## config.mk

```make
export PLATFORM = sky130hd
export DESIGN_NAME = instr_fetch_unit_flat
export DESIGN_NICKNAME = d
export VERILOG_FILES = /design/src/rtl/mips_pkg.sv /design/src/rtl/instr_fetch_unit_if.sv /design/src/rtl/imm_ext_ctrl.sv /design/src/rtl/instr_fetch_unit.sv /design/src/flat_wrapper.sv
export SDC_FILE = /design/constraint.sdc
export NUM_CORES = 1
export LEC_CHECK = 0
export ABC_AREA = 1
export BUFFER_PORTS_ARGS = -buffer_cell sky130_fd_sc_hd__buf_2
export CORE_MARGIN = 3
export CORE_UTILIZATION = 49
export CTS_BUF_LIST = sky130_fd_sc_hd__clkbuf_8
export CTS_CLUSTER_DIAMETER = 100
export DETAILED_ROUTE_END_ITERATION = 6
export GPL_ROUTABILITY_DRIVEN = 0
export PLACE_DENSITY = 0.95
export REMOVE_ABC_BUFFERS = 1
export SYNTH_ARGS = -nofsm -noshare
export SYNTH_HDL_FRONTEND = slang
export SYNTH_HIERARCHICAL = 1
export SYNTH_SLANG_ARGS = --single-unit
```

## constraint.sdc

```tcl
create_clock -name clk -period 4 [get_ports clk]
set_input_delay 0.6 -clock clk [delete_from_list [all_inputs] [get_ports clk]]
set_output_delay 0.6 -clock clk [all_outputs]
set_load 0.01 [all_outputs]
```

## src/rtl/mips_pkg.sv

```systemverilog
// Shared definitions for the MIPS front end: opcode constants and the
// fetch-stage state type.
package mips_pkg;

    // I-type and R-type opcodes, taken from inst[31:26]
    localparam logic [5:0] OP_RTYPE = 6'h00;
    localparam logic [5:0] OP_BEQ   = 6'h04;
    localparam logic [5:0] OP_BNE   = 6'h05;
    localparam logic [5:0] OP_ADDI  = 6'h08;
    localparam logic [5:0] OP_ADDIU = 6'h09;
    localparam logic [5:0] OP_SLTI  = 6'h0A;
    localparam logic [5:0] OP_SLTIU = 6'h0B;
    localparam logic [5:0] OP_ANDI  = 6'h0C;
    localparam logic [5:0] OP_ORI   = 6'h0D;
    localparam logic [5:0] OP_XORI  = 6'h0E;
    localparam logic [5:0] OP_LUI   = 6'h0F;
    localparam logic [5:0] OP_LW    = 6'h23;
    localparam logic [5:0] OP_SW    = 6'h2B;

    // Fetch-stage states: reset parking, request outstanding, word held
    typedef enum logic [1:0] {
        IDLE  = 2'd0,
        FETCH = 2'd1,
        HOLD  = 2'd2
    } fetch_state_t;

endpackage

```

## src/rtl/instr_fetch_unit_if.sv

```systemverilog
// Request/ready handshake between the fetch stage and instruction memory.
interface instr_fetch_unit_if;

    logic        imem_req;
    logic [31:0] imem_addr;
    logic [31:0] imem_rdata;
    logic        imem_ready;

    // Fetch stage drives the request side
    modport master (
        output imem_req,
        output imem_addr,
        input  imem_rdata,
        input  imem_ready
    );

    // Instruction memory answers
    modport slave (
        input  imem_req,
        input  imem_addr,
        output imem_rdata,
        output imem_ready
    );

endinterface

```

## src/rtl/imm_ext_ctrl.sv

```systemverilog
// Immediate extender mode decode: opcode -> sign (1) or zero (0) extension.
// Shared with the main control unit.
module imm_ext_ctrl
    import mips_pkg::*;
(
    input  logic [5:0] opcode,
    output logic       sext
);

    // Arithmetic, compare, branch and load/store immediates are signed;
    // logical immediates, lui, R-type and anything unknown are zero-extended
    always_comb begin
        // NOTE: every always_comb output gets a default first so no path
        // through the block leaves it unassigned and infers a latch.
        sext = 1'b0;
        case (opcode)
            OP_ADDI, OP_ADDIU, OP_SLTI, OP_SLTIU,
            OP_BEQ,  OP_BNE,   OP_LW,   OP_SW:   sext = 1'b1;
            default:                            sext = 1'b0;
        endcase
    end

endmodule

```

## src/rtl/instr_fetch_unit.sv

```systemverilog
// Instruction fetch stage: PC register, fetch FSM and instruction register.
// Every output is a function of registered state only.
module instr_fetch_unit
    import mips_pkg::*;
#(
    parameter logic [31:0] RESET_PC = 32'h0000_0000
)
(
    input  logic                      clk,
    input  logic                      rst_n,
    instr_fetch_unit_if.master        imem,
    input  logic                      stall,
    input  logic                      redirect_valid,
    input  logic [31:0]               redirect_pc,
    output logic [31:0]               pc,
    output logic [31:0]               pc_plus4,
    output logic [31:0]               inst,
    output logic                      inst_valid,
    output logic [15:0]               inst15_0,
    output logic                      sext
);

    fetch_state_t state_q, state_d;
    logic [31:0]  pc_q, pc_d;
    logic [31:0]  inst_q, inst_d;
    logic [31:0]  redirect_target;
    logic         unused_redirect_lsbs;

    // Redirect targets are word aligned; the two low bits are dropped
    assign redirect_target      = {redirect_pc[31:2], 2'b00};
    assign unused_redirect_lsbs = &{1'b0, redirect_pc[1:0]};

    // Next-state, next-PC and instruction capture decisions
    always_comb begin
        state_d = state_q;
        pc_d    = pc_q;
        inst_d  = inst_q;
        case (state_q)
            IDLE: state_d = FETCH;
            FETCH: begin
                if (redirect_valid) begin
                    // A response arriving with the redirect belongs to the
                    // old path and is discarded
                    pc_d = redirect_target;
                end else if (imem.imem_ready) begin
                    inst_d  = imem.imem_rdata;
                    state_d = HOLD;
                end
            end
            HOLD: begin
                if (redirect_valid) begin
                    pc_d    = redirect_target;
                    state_d = FETCH;
                end else if (!stall) begin
                    pc_d    = pc_q + 32'd4;
                    state_d = FETCH;
                end
            end
            default: state_d = IDLE;
        endcase
    end

    // State, PC and instruction registers; reset parks the stage in IDLE
    always_ff @(posedge clk or negedge rst_n) begin
        if (!rst_n) begin
            state_q <= IDLE;
            pc_q    <= RESET_PC;
            inst_q  <= 32'd0;
        end else begin
            // NOTE: sequential state uses non-blocking assignments so every
            // register samples the pre-edge values, independent of ordering.
            state_q <= state_d;
            pc_q    <= pc_d;
            inst_q  <= inst_d;
        end
    end

    assign imem.imem_req  = (state_q == FETCH);
    assign imem.imem_addr = pc_q;

    assign pc         = pc_q;
    assign pc_plus4   = pc_q + 32'd4;
    assign inst       = inst_q;
    assign inst_valid = (state_q == HOLD);
    assign inst15_0   = inst_q[15:0];

    imm_ext_ctrl u_imm_ext_ctrl (
        .opcode (inst_q[31:26]),
        .sext   (sext)
    );

endmodule

```

## src/flat_wrapper.sv

```systemverilog
// flat-port wrapper written by rule: the top's interface ports become plain ports
module instr_fetch_unit_flat import mips_pkg::*;
#(
    parameter logic [31:0] RESET_PC = 32'h0000_0000
)
  (clk, rst_n, stall, redirect_valid, redirect_pc, pc, pc_plus4, inst, inst_valid, inst15_0, sext, imem_imem_req, imem_imem_addr, imem_imem_rdata, imem_imem_ready);
  instr_fetch_unit_if imem_i ();
  input  logic clk;
  input  logic rst_n;
  input  logic stall;
  input  logic redirect_valid;
  input  logic [31:0] redirect_pc;
  output logic [31:0] pc;
  output logic [31:0] pc_plus4;
  output logic [31:0] inst;
  output logic inst_valid;
  output logic [15:0] inst15_0;
  output logic sext;
  output wire logic [$bits(imem_i.imem_req)-1:0] imem_imem_req;
  output wire logic [$bits(imem_i.imem_addr)-1:0] imem_imem_addr;
  input wire logic [$bits(imem_i.imem_rdata)-1:0] imem_imem_rdata;
  input wire logic [$bits(imem_i.imem_ready)-1:0] imem_imem_ready;
  assign imem_imem_req = imem_i.imem_req;
  assign imem_imem_addr = imem_i.imem_addr;
  assign imem_i.imem_rdata = imem_imem_rdata;
  assign imem_i.imem_ready = imem_imem_ready;
  instr_fetch_unit #(.RESET_PC(RESET_PC)) u_core (.clk(clk), .rst_n(rst_n), .imem(imem_i), .stall(stall), .redirect_valid(redirect_valid), .redirect_pc(redirect_pc), .pc(pc), .pc_plus4(pc_plus4), .inst(inst), .inst_valid(inst_valid), .inst15_0(inst15_0), .sext(sext));
endmodule
```

==> results.ini <==
[outcome]
run_status = finished, final reports clean

[grt]
grt_max_degree = 45
antenna_found_initial = 0
grt-ovfl-total = 0
grtUsageTotal_pct = 25.71
grt_pass1_wl_mm = 19.79
grt_pass1_vias = 4140

[power]
p_comb_share_pct = 41.3
swShare_pct = 40.92
p_clk_share_pct = 22.4
intPower_mw = 1.671
power_frac_seq_pct = 36.4
p_per_area_nw_per_um2 = 564.8
peakVddDrop_mv = 0.3032
p_leak_nw = 2.640
power_switching_mw = 1.157
total_power_mw = 2.828

[timing]
fin_hold_ws_ps = 332.7
maxSlewHeadroom_pct = 43.62
finalSetupViolCount = 0
max_freq_mhz = 383.4
fin_crit_sh_pct = 65.21
rsz0062_at_grt = false
hold_viol_final = 0
period_minus_slack_ps = 2608
drv_slew = 0
worstMarginPinSlew_ps = 842.5
fin_tns_setup_ps = 0
clock_skew_ps = 8.032

[synthesis]
synth_compound_area_share_pct = 8.297
ys_seq_elements = 64
synthTopCellsByCount = nand2_1 (163), dfrtp_1 (64), buf_4 (53), nor2_1 (53), inv_1 (36)
synth_edf_count = 0
synth_area_um2 = 4041
synth-simple-area-share_pct = 26.16
syn_avg_cell_area_um2 = 7.742
synth_top_area_share_pct = 39.63
synth_top_family_by_area = simple AND/OR/NAND/NOR gates
netlist_top_cells_area = dfrtp_1 (40%), nand2_1 (15%), buf_4 (9.8%)
async_flop_share_pct = 100.0
synth_mux_area_share_pct = 8.916
synth_xor_area_share_pct = 1.517
seq_area_frac_synth_pct = 39.63
synthFlopType = dfrtp_1
post-synth-top-area-cell = dfrtp_1
synth_cell_types = 30
syn-instance-count = 522
synth_adder_area_share_pct = 0.3096
synth.most_common_cell = nand2_1
yosys_warnings = 6

[clock_tree]
htreeDepth = 3
cts.sinks = 64
numCtsBuffers = 9
cts.hold.buffers_added = 0
cts-resized-gates = 0
clockBufferDepth = 2
clock_latency_ps = 340
cts-root-buf = clkbuf_8
post_cts_buffers = 0
path_clk_slew_ps = 70
cts_tree = yes

[worst_setup_path]
crit_fanout = 7
cp_slowest_cell = dfrtp_1
path_delay_family = simple AND/OR/NAND/NOR gates
rrSetupSlack_ps = 1660
startpoint_type = flop
worstReg2RegEnd = u_core/imem.imem_addr[23]$_DFFE_PN0P_
critPathMostFrequentCell = nand2_1
cpPeakStageDelay_ps = 410
r2r_cells = 10
crit_required_ps = 3400
r2r-start = u_core/state_q[0]$_DFFE_PN0P_
worst_ep_arrival_time_ps = 2010
path_buf_inv = 1
critical_path.cell_chain = ha_1 > nand2_1 > nor2_2 > nand2_2 > nor2_1 > nand2_1 > nand2_1 > nand2_1 > buf_2
worstSetupPathType = flop to primary output
cp-end-kind = primary output

[finish]
nFillCells = 675
nets = 753
fin_cells = 790
drive_above_1_share_pct = 39.39
multiInputGateArea_um2 = 1849
n_antenna_cell = 0
areaGrowthSynthToFinish_pct = 23.90
seq_area_um2 = 1602

[floorplan]
die_area_um2 = 9373
core_um2 = 7848
floorplan.initialDensity_pct = 51.50
die_height_um = 96.82
die_w_um = 96.82
rows = 32
boundaryPins = 216

[route]
ant_nets = 0
viasPerCell = 5.053
wl_mm = 12.00
route.detailed.drc = 0
dr.pass1.iters = 5
route.detailed.wl_per_inst_um = 15.19
via_count = 3992
drt_iter0_drc = 188

[job]
cap_violations = 0

[placed_design]
io_buffers = 207
dp.cells = 774
dp_hpwl_mm = 9.148

[min_path]
hold_path.class = input port to async pin

-- routing by layer --
layer  vias to the layer above  track usage [%]  part of all wire (%)
met5                         -                0                     0
met3                        25            7.570                   9.0
met4                         0            9.503                   2.3
met2                       209            47.19                    52
met1                      1841            27.75                    36
li1                       1917                -                     -
-- metrics by stage --
| step | utilization (%) | setup WS (ps) | instance area, um^2 |
|---|---|---|---|
| finish | 63.81 | 1392 | 5007 |
| global route | 63.81 | 1274 | 5007 |
| CTS | 63.81 | 1399 | 5007 |
| detailed placement | 60.99 | 1497 | 4786 |
| global placement | 60.99 | 1565 | 4786 |
| floorplan | - | 1895 | 3600 |
-- power by group through the flow --
stage / combinational (mW) / sequential, mW / clock, mW
after global routing: 1.28 / 1.07 / 0.676
final: 1.17 / 1.03 / 0.632
after floorplan: 0.476 / 1.15 / 0
after global placement: 1.14 / 1.02 / 0
after detailed placement: 1.17 / 1.04 / 0
after CTS: 1.18 / 1.03 / 0.643
-- registers in the layout, summed over array words and instances (netlist names) --
register,flops
u_core/imem.imem_addr,30
u_core/state_q,2
u_core/inst,32
-- cell usage in the layout (no fill, tap or decap), types with 3 or more instances in the layout --
cell	n
o21ai_0	10
conb_1	6
dfrtp_1	64
mux2_2	32
buf_2	207
nor2_4	5
clkbuf_8	10
a21oi_1	27
buf_4	3
xnor2_1	4
nand2_2	4
o21a_1	14
inv_1	37
nand3_1	25
xor2_1	3
nor2_1	53
nand2_1	163
-- how the worst max path moves through the flow --
stage / from / end / slack, ps / cells after the start
after floorplan: redirect_valid / u_core/inst[0]$_DFFE_PN0P_ / 1900 / 3
after global placement: redirect_valid / u_core/imem.imem_addr[25]$_DFFE_PN0P_ / 1560 / 9
after detailed placement: redirect_valid / u_core/imem.imem_addr[23]$_DFFE_PN0P_ / 1500 / 9
after CTS: u_core/imem.imem_addr[3]$_DFFE_PN0P_ / pc_plus4[30] / 1400 / 9
after global routing: u_core/imem.imem_addr[2]$_DFFE_PN0P_ / pc_plus4[30] / 1270 / 8
final: u_core/imem.imem_addr[3]$_DFFE_PN0P_ / pc_plus4[30] / 1390 / 9
-- cell families (layout without fill, tap and decap cells) --
family	Yosys count	in the layout
XOR/XNOR	7	7
adder cells (fa/ha/maj)	1	1
AO/OA/AOI/OAI	57	57
AND/OR/NAND/NOR	256	256
other	1	6
buffers and inverters	104	265
multiplexers	32	32
flip-flops	64	64
-- area by class of cell --
| class | count | share of cell area, % |
|---|---|---|
| Clock buffer | 10 | 2.749 |
| Multi-Input combinational cell | 359 | 36.93 |
| Timing Repair Buffer | 210 | 21.14 |
| Inverter | 39 | 2.974 |
| Sequential cell | 64 | 31.98 |
| Tap cell | 102 | 2.549 |
| Clock inverter | 6 | 1.674 |
(Power assumes the default switching activity.)
